[src/rtl/itlb_sv32.sv]
`default_nettype none
// ============================================================================
// Module   : itlb_sv32
// Purpose  : Fully associative Sv32 instruction TLB with superpages, ASID/global
//            matching, sfence.vma selective flush and a page-table-walker port.
// Revision : 1.0  initial release
// ============================================================================
module itlb_sv32 #(
  parameter int NUM_ENTRY = 8,
  parameter int ASID_WD   = 9,
  parameter int PA_WD     = 34
) (
  input  logic               clk,
  input  logic               rst_n,
  input  logic               lk_valid,
  output logic               lk_ready,
  input  logic [31:0]        lk_vaddr,
  input  logic [ASID_WD-1:0] lk_asid,
  input  logic               lk_priv_u,
  output logic               resp_valid,
  output logic [PA_WD-1:0]   resp_paddr,
  output logic               resp_fault,
  output logic               ptw_req_valid,
  input  logic               ptw_req_ready,
  output logic [19:0]        ptw_req_vpn,
  output logic [ASID_WD-1:0] ptw_req_asid,
  input  logic               ptw_resp_valid,
  input  logic [31:0]        ptw_resp_pte,
  input  logic               ptw_resp_super,
  input  logic               ptw_resp_err,
  input  logic               flush_valid,
  input  logic               flush_vaddr_en,
  input  logic [31:0]        flush_vaddr,
  input  logic               flush_asid_en,
  input  logic [ASID_WD-1:0] flush_asid,
  output logic               busy
);

  localparam int IDX_WD = $clog2(NUM_ENTRY);

  typedef enum logic [1:0] {
    S_IDLE = 2'd0,
    S_REQ  = 2'd1,
    S_WAIT = 2'd2,
    S_RESP = 2'd3
  } state_e;

  state_e state_q, state_d;

  logic [NUM_ENTRY-1:0] valid_q, valid_d;
  logic [NUM_ENTRY-1:0] super_q, super_d;
  logic [NUM_ENTRY-1:0] g_q, g_d;
  logic [NUM_ENTRY-1:0] u_q, u_d;
  logic [NUM_ENTRY-1:0] a_q, a_d;
  logic [NUM_ENTRY-1:0] x_q, x_d;
  logic [9:0]           vpn1_q [NUM_ENTRY];
  logic [9:0]           vpn1_d [NUM_ENTRY];
  logic [9:0]           vpn0_q [NUM_ENTRY];
  logic [9:0]           vpn0_d [NUM_ENTRY];
  logic [11:0]          ppn1_q [NUM_ENTRY];
  logic [11:0]          ppn1_d [NUM_ENTRY];
  logic [9:0]           ppn0_q [NUM_ENTRY];
  logic [9:0]           ppn0_d [NUM_ENTRY];
  logic [ASID_WD-1:0]   asid_q [NUM_ENTRY];
  logic [ASID_WD-1:0]   asid_d [NUM_ENTRY];

  logic [IDX_WD-1:0]    rr_q, rr_d;
  logic [31:0]          va_q, va_d;
  logic [ASID_WD-1:0]   wasid_q, wasid_d;
  logic                 priv_q, priv_d;
  logic                 drop_q, drop_d;
  logic                 resp_valid_q, resp_valid_d;
  logic                 resp_fault_q, resp_fault_d;
  logic [PA_WD-1:0]     resp_paddr_q, resp_paddr_d;

  logic [NUM_ENTRY-1:0] hit_vec;
  logic [NUM_ENTRY-1:0] flush_hit;
  logic                 hit_any;
  logic [IDX_WD-1:0]    hit_idx;
  logic                 inv_any;
  logic [IDX_WD-1:0]    inv_idx;
  logic [IDX_WD-1:0]    victim;
  logic                 fill_en;
  logic                 lk_fire;
  logic                 hit_fault;
  logic [PA_WD-1:0]     hit_paddr;
  logic                 walk_fault;
  logic [PA_WD-1:0]     walk_paddr;
  logic                 unused_bits;

  assign unused_bits = ^{flush_vaddr[11:0], ptw_resp_pte[9:7]};

  generate
    for (genvar gi = 0; gi < NUM_ENTRY; gi++) begin : g_entry
      logic fva_match;
      logic fasid_match;
      assign hit_vec[gi] = valid_q[gi] && (vpn1_q[gi] == lk_vaddr[31:22]) &&
                           (super_q[gi] || (vpn0_q[gi] == lk_vaddr[21:12])) &&
                           (g_q[gi] || (asid_q[gi] == lk_asid));
      assign fva_match   = (vpn1_q[gi] == flush_vaddr[31:22]) &&
                           (super_q[gi] || (vpn0_q[gi] == flush_vaddr[21:12]));
      assign fasid_match = !g_q[gi] && (asid_q[gi] == flush_asid);
      // A disabled qualifier matches everything, so no qualifiers flushes all.
      assign flush_hit[gi] = flush_valid && (flush_vaddr_en ? fva_match : 1'b1) &&
                             (flush_asid_en ? fasid_match : 1'b1);
    end
  endgenerate

  always_comb begin
    hit_any = 1'b0;
    hit_idx = '0;
    for (int i = NUM_ENTRY - 1; i >= 0; i--) begin
      if (hit_vec[i]) begin
        hit_any = 1'b1;
        hit_idx = IDX_WD'(i);
      end
    end
  end

  always_comb begin
    inv_any = 1'b0;
    inv_idx = '0;
    for (int i = NUM_ENTRY - 1; i >= 0; i--) begin
      if (!valid_q[i]) begin
        inv_any = 1'b1;
        inv_idx = IDX_WD'(i);
      end
    end
  end

  assign victim    = inv_any ? inv_idx : rr_q;
  assign lk_ready  = (state_q == S_IDLE) && !flush_valid;
  assign lk_fire   = lk_valid && lk_ready;
  assign hit_fault = (u_q[hit_idx] != lk_priv_u) || !x_q[hit_idx] || !a_q[hit_idx];
  assign hit_paddr = {ppn1_q[hit_idx],
                      super_q[hit_idx] ? lk_vaddr[21:12] : ppn0_q[hit_idx],
                      lk_vaddr[11:0]};

  assign walk_fault = ptw_resp_err || !ptw_resp_pte[0] || !ptw_resp_pte[3] ||
                      (ptw_resp_pte[2] && !ptw_resp_pte[1]) || !ptw_resp_pte[6] ||
                      (ptw_resp_pte[4] != priv_q) ||
                      (ptw_resp_super && (ptw_resp_pte[19:10] != 10'd0));
  assign walk_paddr = {ptw_resp_pte[31:20],
                       ptw_resp_super ? va_q[21:12] : ptw_resp_pte[19:10],
                       va_q[11:0]};

  always_comb begin
    state_d      = state_q;
    va_d         = va_q;
    wasid_d      = wasid_q;
    priv_d       = priv_q;
    drop_d       = drop_q;
    rr_d         = rr_q;
    fill_en      = 1'b0;
    resp_valid_d = 1'b0;
    resp_fault_d = 1'b0;
    resp_paddr_d = resp_paddr_q;
    case (state_q)
      S_IDLE: begin
        if (lk_fire) begin
          if (hit_any) begin
            resp_valid_d = 1'b1;
            resp_fault_d = hit_fault;
            resp_paddr_d = hit_fault ? '0 : hit_paddr;
          end else begin
            va_d    = lk_vaddr;
            wasid_d = lk_asid;
            priv_d  = lk_priv_u;
            state_d = S_REQ;
          end
        end
      end
      S_REQ: begin
        if (flush_valid) drop_d = 1'b1;
        if (ptw_req_ready) state_d = S_WAIT;
      end
      S_WAIT: begin
        if (flush_valid) drop_d = 1'b1;
        if (ptw_resp_valid) begin
          state_d      = S_RESP;
          resp_valid_d = 1'b1;
          resp_fault_d = walk_fault;
          resp_paddr_d = walk_fault ? '0 : walk_paddr;
          // A flush landing with the walk result still kills the fill.
          fill_en      = !walk_fault && !drop_q && !flush_valid;
        end
      end
      S_RESP: begin
        state_d = S_IDLE;
        drop_d  = 1'b0;
      end
      default: state_d = S_IDLE;
    endcase
    if (fill_en && !inv_any) rr_d = rr_q + 1'b1;
  end

  always_comb begin
    valid_d = valid_q & ~flush_hit;
    super_d = super_q;
    g_d     = g_q;
    u_d     = u_q;
    a_d     = a_q;
    x_d     = x_q;
    vpn1_d  = vpn1_q;
    vpn0_d  = vpn0_q;
    ppn1_d  = ppn1_q;
    ppn0_d  = ppn0_q;
    asid_d  = asid_q;
    if (fill_en) begin
      valid_d[victim] = 1'b1;
      super_d[victim] = ptw_resp_super;
      g_d[victim]     = ptw_resp_pte[5];
      u_d[victim]     = ptw_resp_pte[4];
      a_d[victim]     = ptw_resp_pte[6];
      x_d[victim]     = ptw_resp_pte[3];
      vpn1_d[victim]  = va_q[31:22];
      vpn0_d[victim]  = va_q[21:12];
      ppn1_d[victim]  = ptw_resp_pte[31:20];
      ppn0_d[victim]  = ptw_resp_pte[19:10];
      asid_d[victim]  = wasid_q;
    end
  end

  always_ff @(posedge clk or negedge rst_n) begin
    if (!rst_n) begin
      state_q      <= S_IDLE;
      valid_q      <= '0;
      super_q      <= '0;
      g_q          <= '0;
      u_q          <= '0;
      a_q          <= '0;
      x_q          <= '0;
      vpn1_q       <= '{default: '0};
      vpn0_q       <= '{default: '0};
      ppn1_q       <= '{default: '0};
      ppn0_q       <= '{default: '0};
      asid_q       <= '{default: '0};
      rr_q         <= '0;
      va_q         <= '0;
      wasid_q      <= '0;
      priv_q       <= 1'b0;
      drop_q       <= 1'b0;
      resp_valid_q <= 1'b0;
      resp_fault_q <= 1'b0;
      resp_paddr_q <= '0;
    end else begin
      state_q      <= state_d;
      valid_q      <= valid_d;
      super_q      <= super_d;
      g_q          <= g_d;
      u_q          <= u_d;
      a_q          <= a_d;
      x_q          <= x_d;
      vpn1_q       <= vpn1_d;
      vpn0_q       <= vpn0_d;
      ppn1_q       <= ppn1_d;
      ppn0_q       <= ppn0_d;
      asid_q       <= asid_d;
      rr_q         <= rr_d;
      va_q         <= va_d;
      wasid_q      <= wasid_d;
      priv_q       <= priv_d;
      drop_q       <= drop_d;
      resp_valid_q <= resp_valid_d;
      resp_fault_q <= resp_fault_d;
      resp_paddr_q <= resp_paddr_d;
    end
  end

  assign resp_valid    = resp_valid_q;
  assign resp_fault    = resp_fault_q;
  assign resp_paddr    = resp_paddr_q;
  assign ptw_req_valid = (state_q == S_REQ);
  assign ptw_req_vpn   = va_q[31:12];
  assign ptw_req_asid  = wasid_q;
  assign busy          = (state_q != S_IDLE);

endmodule
`default_nettype wire

[config.mk]
export PLATFORM = sky130hd
export DESIGN_NAME = itlb_sv32
export DESIGN_NICKNAME = d
export VERILOG_FILES = /design/src/rtl/itlb_sv32.sv
export SDC_FILE = /design/constraint.sdc
export NUM_CORES = 1
export LEC_CHECK = 0
export CELL_PAD_IN_SITES_DETAIL_PLACEMENT = 0
export CELL_PAD_IN_SITES_GLOBAL_PLACEMENT = 1
export CORE_UTILIZATION = 50
export DETAILED_ROUTE_END_ITERATION = 8
export GPL_TIMING_DRIVEN = 0
export PLACE_DENSITY_LB_ADDON = 0.05
export SKIP_LAST_GASP = 1
export SLEW_MARGIN = 20
export SYNTH_ARGS = -nofsm -noshare
export SYNTH_HDL_FRONTEND = slang
export SYNTH_SLANG_ARGS = --single-unit
[constraint.sdc]
create_clock -name clk -period 8.1 [get_ports clk]
set_input_delay 2.025 -clock clk [delete_from_list [all_inputs] [get_ports clk]]
set_output_delay 2.025 -clock clk [all_outputs]
set_load 0.01 [all_outputs]
==> metrics list, run 1 <==
- Result of the run: finished clean
- Measured on the finished design, the core utilization comes to 0.582.
- Antenna violations before repair: 4
- The complex-gate fraction of the synthesized area came to 0.0536.
- TritonCTS built the clock tree.
* Fraction of final layout cells sized beyond drive strength 1: 0.187
- Register area share after synthesis: 0.469
* Final HPWL from detailed placement: 65,100 um
- The tightest min-delay check is of the reg2reg type.
- Via Count: 21,000
- Traced cell by cell, the critical path runs through clkbuf_1, or4_1, o41ai_1, nand3_1, nor4_2, nor3b_2, and3_1, buf_2, clkbuf_1, nand2_1, nand2_1.
- WHS: 0.464 ns
- Once the clock tree was built, the resizer swapped 0 gates to a different size.
- The portion of synthesized area spent on multiplexers is 0.178.
- At the end of routability-driven placement, the weighted congestion stood at 0.931.
- Cells on worst reg2reg path: 10
- Of the total synthesized cell area, the portion taken by AND, OR, NAND and NOR gates is 0.114.
- Initial core utilization: 0.508
* Area fraction of the dominant cell type after synthesis: 0.469
- The pre-antenna-repair detailed-routing pass consisted of 5 iterations.
- Counting every net in the synthesized netlist gives 2,786.
- Largest vdd supply drop: 176 uV
- STA puts the critical path data required time at 8.68 ns.
* Via count of the first global-routing pass: 21,500
- On the critical path the largest part of the delay comes from simple AND/OR/NAND/NOR gates.
- Input and output buffers added on the ports amount to 94.
* Total Power Consumption: 7.14 mW
- Critical-path cell with the highest stage delay: clkbuf_1
- After detailed routing, the number of vias per cell comes to 5.80.
- For the final routed database, the setup TNS stands at 0 ns.
- Crit path time final: 5.95 ns
- Most repeated cell in the gate-level netlist after synthesis: dfrtp_1
- For this run, the total global-route usage over all layers was measured as 0.318.
- For the pin with the worst max-slew slack, the measured transition is 1.06 ns.
* Leakage dissipation: 15.6 nW
- In this run the standard cell core region covers 56,700 um^2.
- After the first detailed-routing iteration, the DRC count stood at 1,406.
- Root Buffer Master: clkbuf_16
- Of the total synthesized cell area, the portion taken by XOR and XNOR cells is 0.142.
- The floorplan step set the die height to 242 um.
- Hold_buf cts: 0
- Of all nets on the critical path, the largest fanout is 10.
* Endpoint of the worst hold path: ppn1_q[44]
- In this run the tightest slew margin relative to its limit is 0.285.
* Final setup violating endpoints: 0
- Pre-CTS setup slack: 1.58 ns
- Site Rows: 87
* Top cells by count, synth: dfrtp_1, nand2_1, mux2_2
- Data arrival at the endpoint of the critical path: 6.53 ns
* Cells taking the most area after synthesis: dfrtp_1, mux2_2, xor2_1
- Setup repair after global routing left no endpoint under its margin.
- The worst setup path is launched from a primary input.
* Mapped cell area: 28,800 um^2
- Of all cell types, the one taking the most synthesized area is dfrtp_1.
* Horizontal extent of the die: 242 um
* Count of flip-flops with a built-in enable after synthesis: 0
- Dividing the final minimum period by the clock period gives 0.735.
* Critical path buffer and inverter count: 3
- In this run the deepest clock path goes through 3 buffers.
- After clock tree synthesis, the clock-pin slew on the worst setup and hold paths is 0.06 ns.
- Standard cell area after detailed placement: 30,900 um^2
- Post-Layout Inst Area: 33,000 um^2
* Filler-free cell count of the finished design: 3,626
- The tool flagged a number of max-cap violations equal to 0.
- The first global-routing pass estimated 139,000 um of wire.
- Instance count of the mapped netlist: 2,656
- Global-route congestion overflow total: 0
- Capturing point of the worst reg2reg path: ptw_req_asid[6]
- Kind of capture point of the worst setup path: flip-flop
- In this design, the stage delay of the slowest critical-path cell is 0.77 ns.
- Inserted Clock Buffers: 60
* Minimum setup slack in the final design: 2.15 ns
* Remaining routing DRC violations: 0
- After synthesis, the largest family of logic cells by area is multiplexers.
- Reg2reg setup slack: 3.48 ns
* Fraction of the mapped netlist area in adder cells: 0.00217
- The die covers 58,600 um^2.
* Number of sinks on the clock net: 540
- Dividing the detail-routed wire length by the instance count gives 25.6 um.
* Number of warnings issued by yosys: 0
- Total length of routed wires: 92,900 um
- Category of the most critical setup path: in2reg
- On the final layout, the worst clock skew is 0.0301 ns.
- The startpoint identified for the worst register-to-register timing path is asid_q[15].
* Clock latency on the worst-skew pair: 0.65 ns
- Pwr dens: 216 nW/um^2
- H-tree levels: 2
- Distinct cells, synth: 66
* Number of synthesized register bits: 540
* Setup bufs post-CTS: 0
* Nets: 2,948
- 193 I/O pins were placed.
- Final Hold Fails: 0
- The startpoint identified for the worst hold timing path is ppn1_q[44].
- Largest net degree at the start of global routing: 99
- Max-slew violations: 0
- Flip-flop cell with the highest count after synthesis: dfrtp_1
- Syn Area/Cell: 10.9 um^2
- ANT nets after route: 0
- Cell count after placement: 3,512
* Synth-to-Final Area Change: 14.4%
* Peak Freq: 0.168 GHz
- Ys async rst share: 1.00
* Number of instances on the worst hold path: 2
cell usage in the layout, fill, tap and decap left out, types with 21 or more instances in the layout:
master,netlist,final
a41oi_1,21,21
nand2b_1,21,21
nand2_1,403,403
nor3_1,30,30
o21ai_1,36,36
xor2_1,249,249
nor2_1,52,52
mux2i_1,111,111
nand4_1,57,57
inv_1,22,22
clkbuf_16,0,61
nor4_1,56,55
mux2_2,302,302
o21ai_0,27,27
buf_2,54,54
clkdlybuf4s50_1,0,93
dfrtp_1,540,540
clkbuf_1,141,149
a21oi_1,42,42
o22ai_1,22,22
buf_4,28,28
mux2_1,54,54
xnor2_1,219,219
how the worst max path moves through the flow:
stage                                 from        endpoint  slack, ns  cells after the start
final                     ptw_resp_pte[16]      ppn1_q[40]       2.15                     11
after global routing      ptw_resp_pte[17]      ppn1_q[40]       1.99                     11
after CTS                 ptw_resp_pte[16]      ppn1_q[40]       2.23                     11
after detailed placement  ptw_resp_pte[16]      ppn1_q[40]       1.58                     11
after global placement               rst_n      ppn0_q[17]     -19.13                      1
after floorplan                 lk_asid[6]  resp_paddr[10]       3.20                     13
cells by family (layout without fill, tap and decap cells):
group,count (synthesis),in the layout
multiplexers,467,467
AND/OR/NAND/NOR,696,696
flip-flops,540,540
buffers and inverters,259,471
XOR/XNOR,468,468
AO/OA/AOI/OAI,221,221
adder cells (fa/ha/maj),5,5
other,0,2
power by group:
part / internal [mW] / total (mW) / switching, mW
registers: 2.82 / 2.90 / 0.0763
logic: 0.484 / 1.36 / 0.873
clock network: 1.71 / 2.89 / 1.17
worst register-to-register path: stages, from the launching register on:
cell and delay, ns:
dfrtp_1 0.41, xor2_1 0.16, nor4_1 0.38, a41oi_1 0.49, nor4_2 0.94, nor2_1 0.22, nand3_1 0.15, or2_2 0.11
buf_2 0.38, buf_1 0.83, mux2_2 0.43
layout make-up:
type                       instances  area, um^2
inverter                          22        82.6
tap                              756         946
buffer                           237        1130
clock buffer                      82        1690
timing repair buffer             100        1110
antenna                            2        5.00
multi-input combinational       1857       14100
fill                            4902       23700
clock inverter                    30         397
sequential                       540       13500
metal layers:
metal / track usage / wire length, um
met1: 0.408 / 38400
met2: 0.527 / 44600
met3: 0.0451 / 5020
met4: 0.159 / 4850
met5: 0 / 24
sequential cells by signal, indices dropped and copies added (netlist names):
name and count:
rr_q 3, vpn0_q 80, g_q 8, resp_paddr 34, super_q 8, resp_valid 1
u_q 8, vpn1_q 80, a_q 8, ppn1_q 96, ptw_req_asid 9, va_q 32
asid_q 72, valid_q 8, x_q 8, resp_fault 1, priv_q 1, ppn0_q 80
state_q 2, drop_q 1
Note: power is estimated with default switching activity, not from simulation.
==> run 2: changes to the inputs <==
--- a/config.mk
+++ b/config.mk
@@ -7,7 +7,7 @@
 export LEC_CHECK = 0
 export CELL_PAD_IN_SITES_DETAIL_PLACEMENT = 0
 export CELL_PAD_IN_SITES_GLOBAL_PLACEMENT = 1
-export CORE_UTILIZATION = 50
+export CORE_UTILIZATION = 43
 export DETAILED_ROUTE_END_ITERATION = 8
 export GPL_TIMING_DRIVEN = 0
 export PLACE_DENSITY_LB_ADDON = 0.05
==> constraint.sdc (replaced) <==
create_clock -name clk -period 4.9 [get_ports clk]
set_input_delay 1.225 -clock clk [delete_from_list [all_inputs] [get_ports clk]]
set_output_delay 1.225 -clock clk [all_outputs]
set_load 0.01 [all_outputs]
==> run 2 against run 1 <==
Register-to-register slack got worse by 2.9 ns; the flow now finishes with violations (design-rule violations); combinational power rose by 65%; count of clock-buffer cells in the layout rose by 7; final area rose by 0.57%; setup slack got worse by 2.1 ns; largest power group unchanged; die area rose by 16%; largest cell class unchanged; final cell count rose by 2.9%; utilization fell by 8.0 points.
==> metrics list, run 2 (synthesis gave the netlist of run 1 again) <==
- The run finished, with violations left.
* Violated checks: design-rule violations
- The detailed-route via count is 20,800 (-1.0%).
- The effective utilization at floorplan came to 0.436 (-0.0722).
* Global-route congestion overflow total: 0 (unchanged)
- The I/O pin count was 193 (unchanged).
- STA classifies the critical path startpoint as a primary input.
* Beginning of the worst hold path: a_q[6]
- WHS: 0.465 ns (+0.000977 ns)
* Capturing point of the worst reg2reg path: resp_paddr[27]
* Site Rows: 94 (+8.0%)
- The arrival time of data at the critical path endpoint was 5.37 ns (-1.16 ns).
* ANT nets after route: 0 (unchanged)
- The slack of the worst reg-to-reg path was 0.54 ns (-2.94 ns).
* Worst Hold Class: reg2reg
* Nets: 2,950 (+0.068%)
* Max Root-Sink Buffers: 3 (unchanged)
* CTS tree: yes
- The total core area was 66,100 um^2 (+17%).
* Leakage dissipation: 15.6 nW (+0.11%)
- The setup violation total in the final timing report came to 0 (unchanged).
- The remaining max-slew budget at the tightest pin was 0.188 (-0.0976).
- Category of the most critical setup path: in2reg
* Unrepaired setup endpoints after global routing: false
- Max-capacitance violation count: 0 (unchanged)
- For this run, the top clock speed supported by timing is 0.207 GHz.
- The library cells used most frequently in the layout, excluding fill and tap cells, are dfrtp_1, nand2_1, mux2_2.
- The final non-filler cell total was 3,731 (+2.9%).
* Sequential Area: 13,500 um^2 (unchanged)
* Fraction of final layout cells sized beyond drive strength 1: 0.190 (+0.00320)
- The number of global-route vias before repair is 21,200 (-1.2%).
- The clock latency at the later pin of the worst-skew pair was 0.65 ns (about the same).
* Fillers: 6,080 (+24%)
* Kind of capture point of the worst setup path: flip-flop
- The number of port buffers came to 94 (unchanged).
- Post-Layout Inst Area: 33,200 um^2 (+0.57%)
- Number of sinks on the clock net: 540 (unchanged)
- The maximum number of pins on one net before global-route repair was 94 (-5.1%).
- Antenna violations before repair: 4 (unchanged)
- The critical path data required time came to 5.43 ns (-3.25 ns).
* Standard cell area after detailed placement: 31,000 um^2 (+0.46%)
- Root Buffer Master: clkbuf_16
* Crit path time final: 4.84 ns
* Antenna diodes: 0 (-2)
- The length of the first detailed-routing pass in iterations was 7 (+2).
- Average wire per standard cell: 25.9 um (+1.2%)
* Cells on worst reg2reg path: 13 (+3)
- Period utilisation layout: 0.988
- The number of clock buffers inserted by TritonCTS is 61 (+1.7%).
* Die H: 261 um (+7.8%)
- The critical path starts at lk_asid[6].
* Final Hold Fails: 0 (unchanged)
- The number of flip-flops in the largest register came to 96 (unchanged).
- The final number of max-transition violations came to 0 (unchanged).
- The library cell used most frequently in the layout, excluding fill and tap cells, is dfrtp_1.
* Termination of the worst setup path: resp_paddr[27]
- The number of instances in the placed design is 3,621 (+3.1%).
- The peak ir drop on the vdd network was 297 uV (+69%).
- Synth-to-Final Area Change: 15.1%
- The die width is 261 um (+7.8%).
* Most flops, register: ppn1_q
- Die Outline Area: 68,100 um^2 (+16%)
* Worst Tran Pin Value: 1.22 ns (+0.161 ns)
- The power consumption is 11.8 mW (+66%).
* Clock slew at the register clock pins of the worst setup and hold paths: 0.06 ns (about the same)
- Total length of routed wires: 96,800 um (+4.1%)
- GRT Util Overall: 0.287 (-0.0309)
- The maximum fanout along the worst path is 10 (unchanged).
- The worst register-to-register path begins at asid_q[15].
- The weighted congestion at the end of routability-driven global placement was 0.933 (+0.19%).
* Global-route wire length before repair: 142,000 um (+2.2%)
* Pwr dens: 357 nW/um^2 (+65%)
- Number of vias per cell after detailed routing: 5.58 (-3.8%)
* Final setup skew: 0.0242 ns (-0.00594 ns)
- H-tree levels: 2 (unchanged)
- Total area of multi-input combinational cells: 14,100 um^2 (+0.19%)
* Remaining routing DRC violations: 3 (+3)
* Iteration-0 DRC Markers: 1,438 (+2.3%)
- The half-perimeter wire length after detailed placement was 68,400 um (+5.1%).
## run 2: cell types whose count changed in the layout (fill, tap and decap cells not counted), sizes merged
cell / previous run / this run
clkinv: 19 / 10
clkbuf: 223 / 231
clkinvlp: 1 / 5
bufinv: 8 / 5
diode: 2 / 0
buf: 103 / 102
clkdlybuf4s15: 0 / 1
inv: 24 / 23
## run 2: layer usage
layer	up-vias	global-route usage	wire, um
li1	9419	-	-
met2	569	0.482	46800
met4	8	0.116	4030
met1	10600	0.376	41900
met5	-	0	46
met3	184	0.0364	3980
## run 2: worst min-delay path by stage
stage,cells past startpoint,end
floorplan,2,u_q[3]
global placement,2,ppn1_q[44]
detailed placement,1,x_q[7]
CTS,1,a_q[6]
global route,1,a_q[4]
finish,1,a_q[6]
## run 2: cell type report
| class | instances | share of cell area |
|---|---|---|
| clock buffer | 89 | 0.0550 |
| multi-input combinational | 1857 | 0.426 |
| sequential | 540 | 0.407 |
| inverter | 22 | 0.00249 |
| tap | 864 | 0.0326 |
| clock inverter | 21 | 0.00818 |
| timing repair buffer | 101 | 0.0337 |
| buffer | 237 | 0.0344 |
## run 2: repair_timing
action	CTS	global route
hold buffers	0	0
setup endpoints to repair	96	85
setup buffers	0	0
gates resized for setup	6	9
## run 2: through the flow
stage	setup WS [ns]	utilization	TNS [ns]
2_1_floorplan	0.795	-	0
3_3_place_gp	-21.98	0.467	-
3_5_place_dp	-0.980	0.470	-241.99
4_1_cts	0.0538	0.502	0
5_1_grt	0.00173	0.502	0
6_report	0.0593	0.502	0
## run 2: power by group
group	switching, mW	total [mW]	internal [mW]
clock	1.96	4.79	2.83
combinational	1.45	2.25	0.803
sequential	0.128	4.79	4.67
total	3.53	11.8	8.30
## run 2: critical path: stages
cell and delay, ns:
buf_2 0.33, xor2_1 0.12, nor4_1 0.34, a41oi_1 0.46
nor3_2 0.48, nor2b_1 0.21, nand2b_1 0.19, a21oi_1 0.57
buf_2 0.47, buf_4 0.35, mux2i_1 0.22, mux2i_1 0.10
mux2i_1 0.18, o21ai_1 0.08
==> run 3: changes to the inputs <==
--- a/config.mk
+++ b/config.mk
@@ -5,6 +5,7 @@
 export SDC_FILE = /design/constraint.sdc
 export NUM_CORES = 1
 export LEC_CHECK = 0
+export CAP_MARGIN = 20
 export CELL_PAD_IN_SITES_DETAIL_PLACEMENT = 0
 export CELL_PAD_IN_SITES_GLOBAL_PLACEMENT = 1
 export CORE_UTILIZATION = 43
==> results of run 3 <==
Final layout, timing and power as in run 2 (identical DEF).
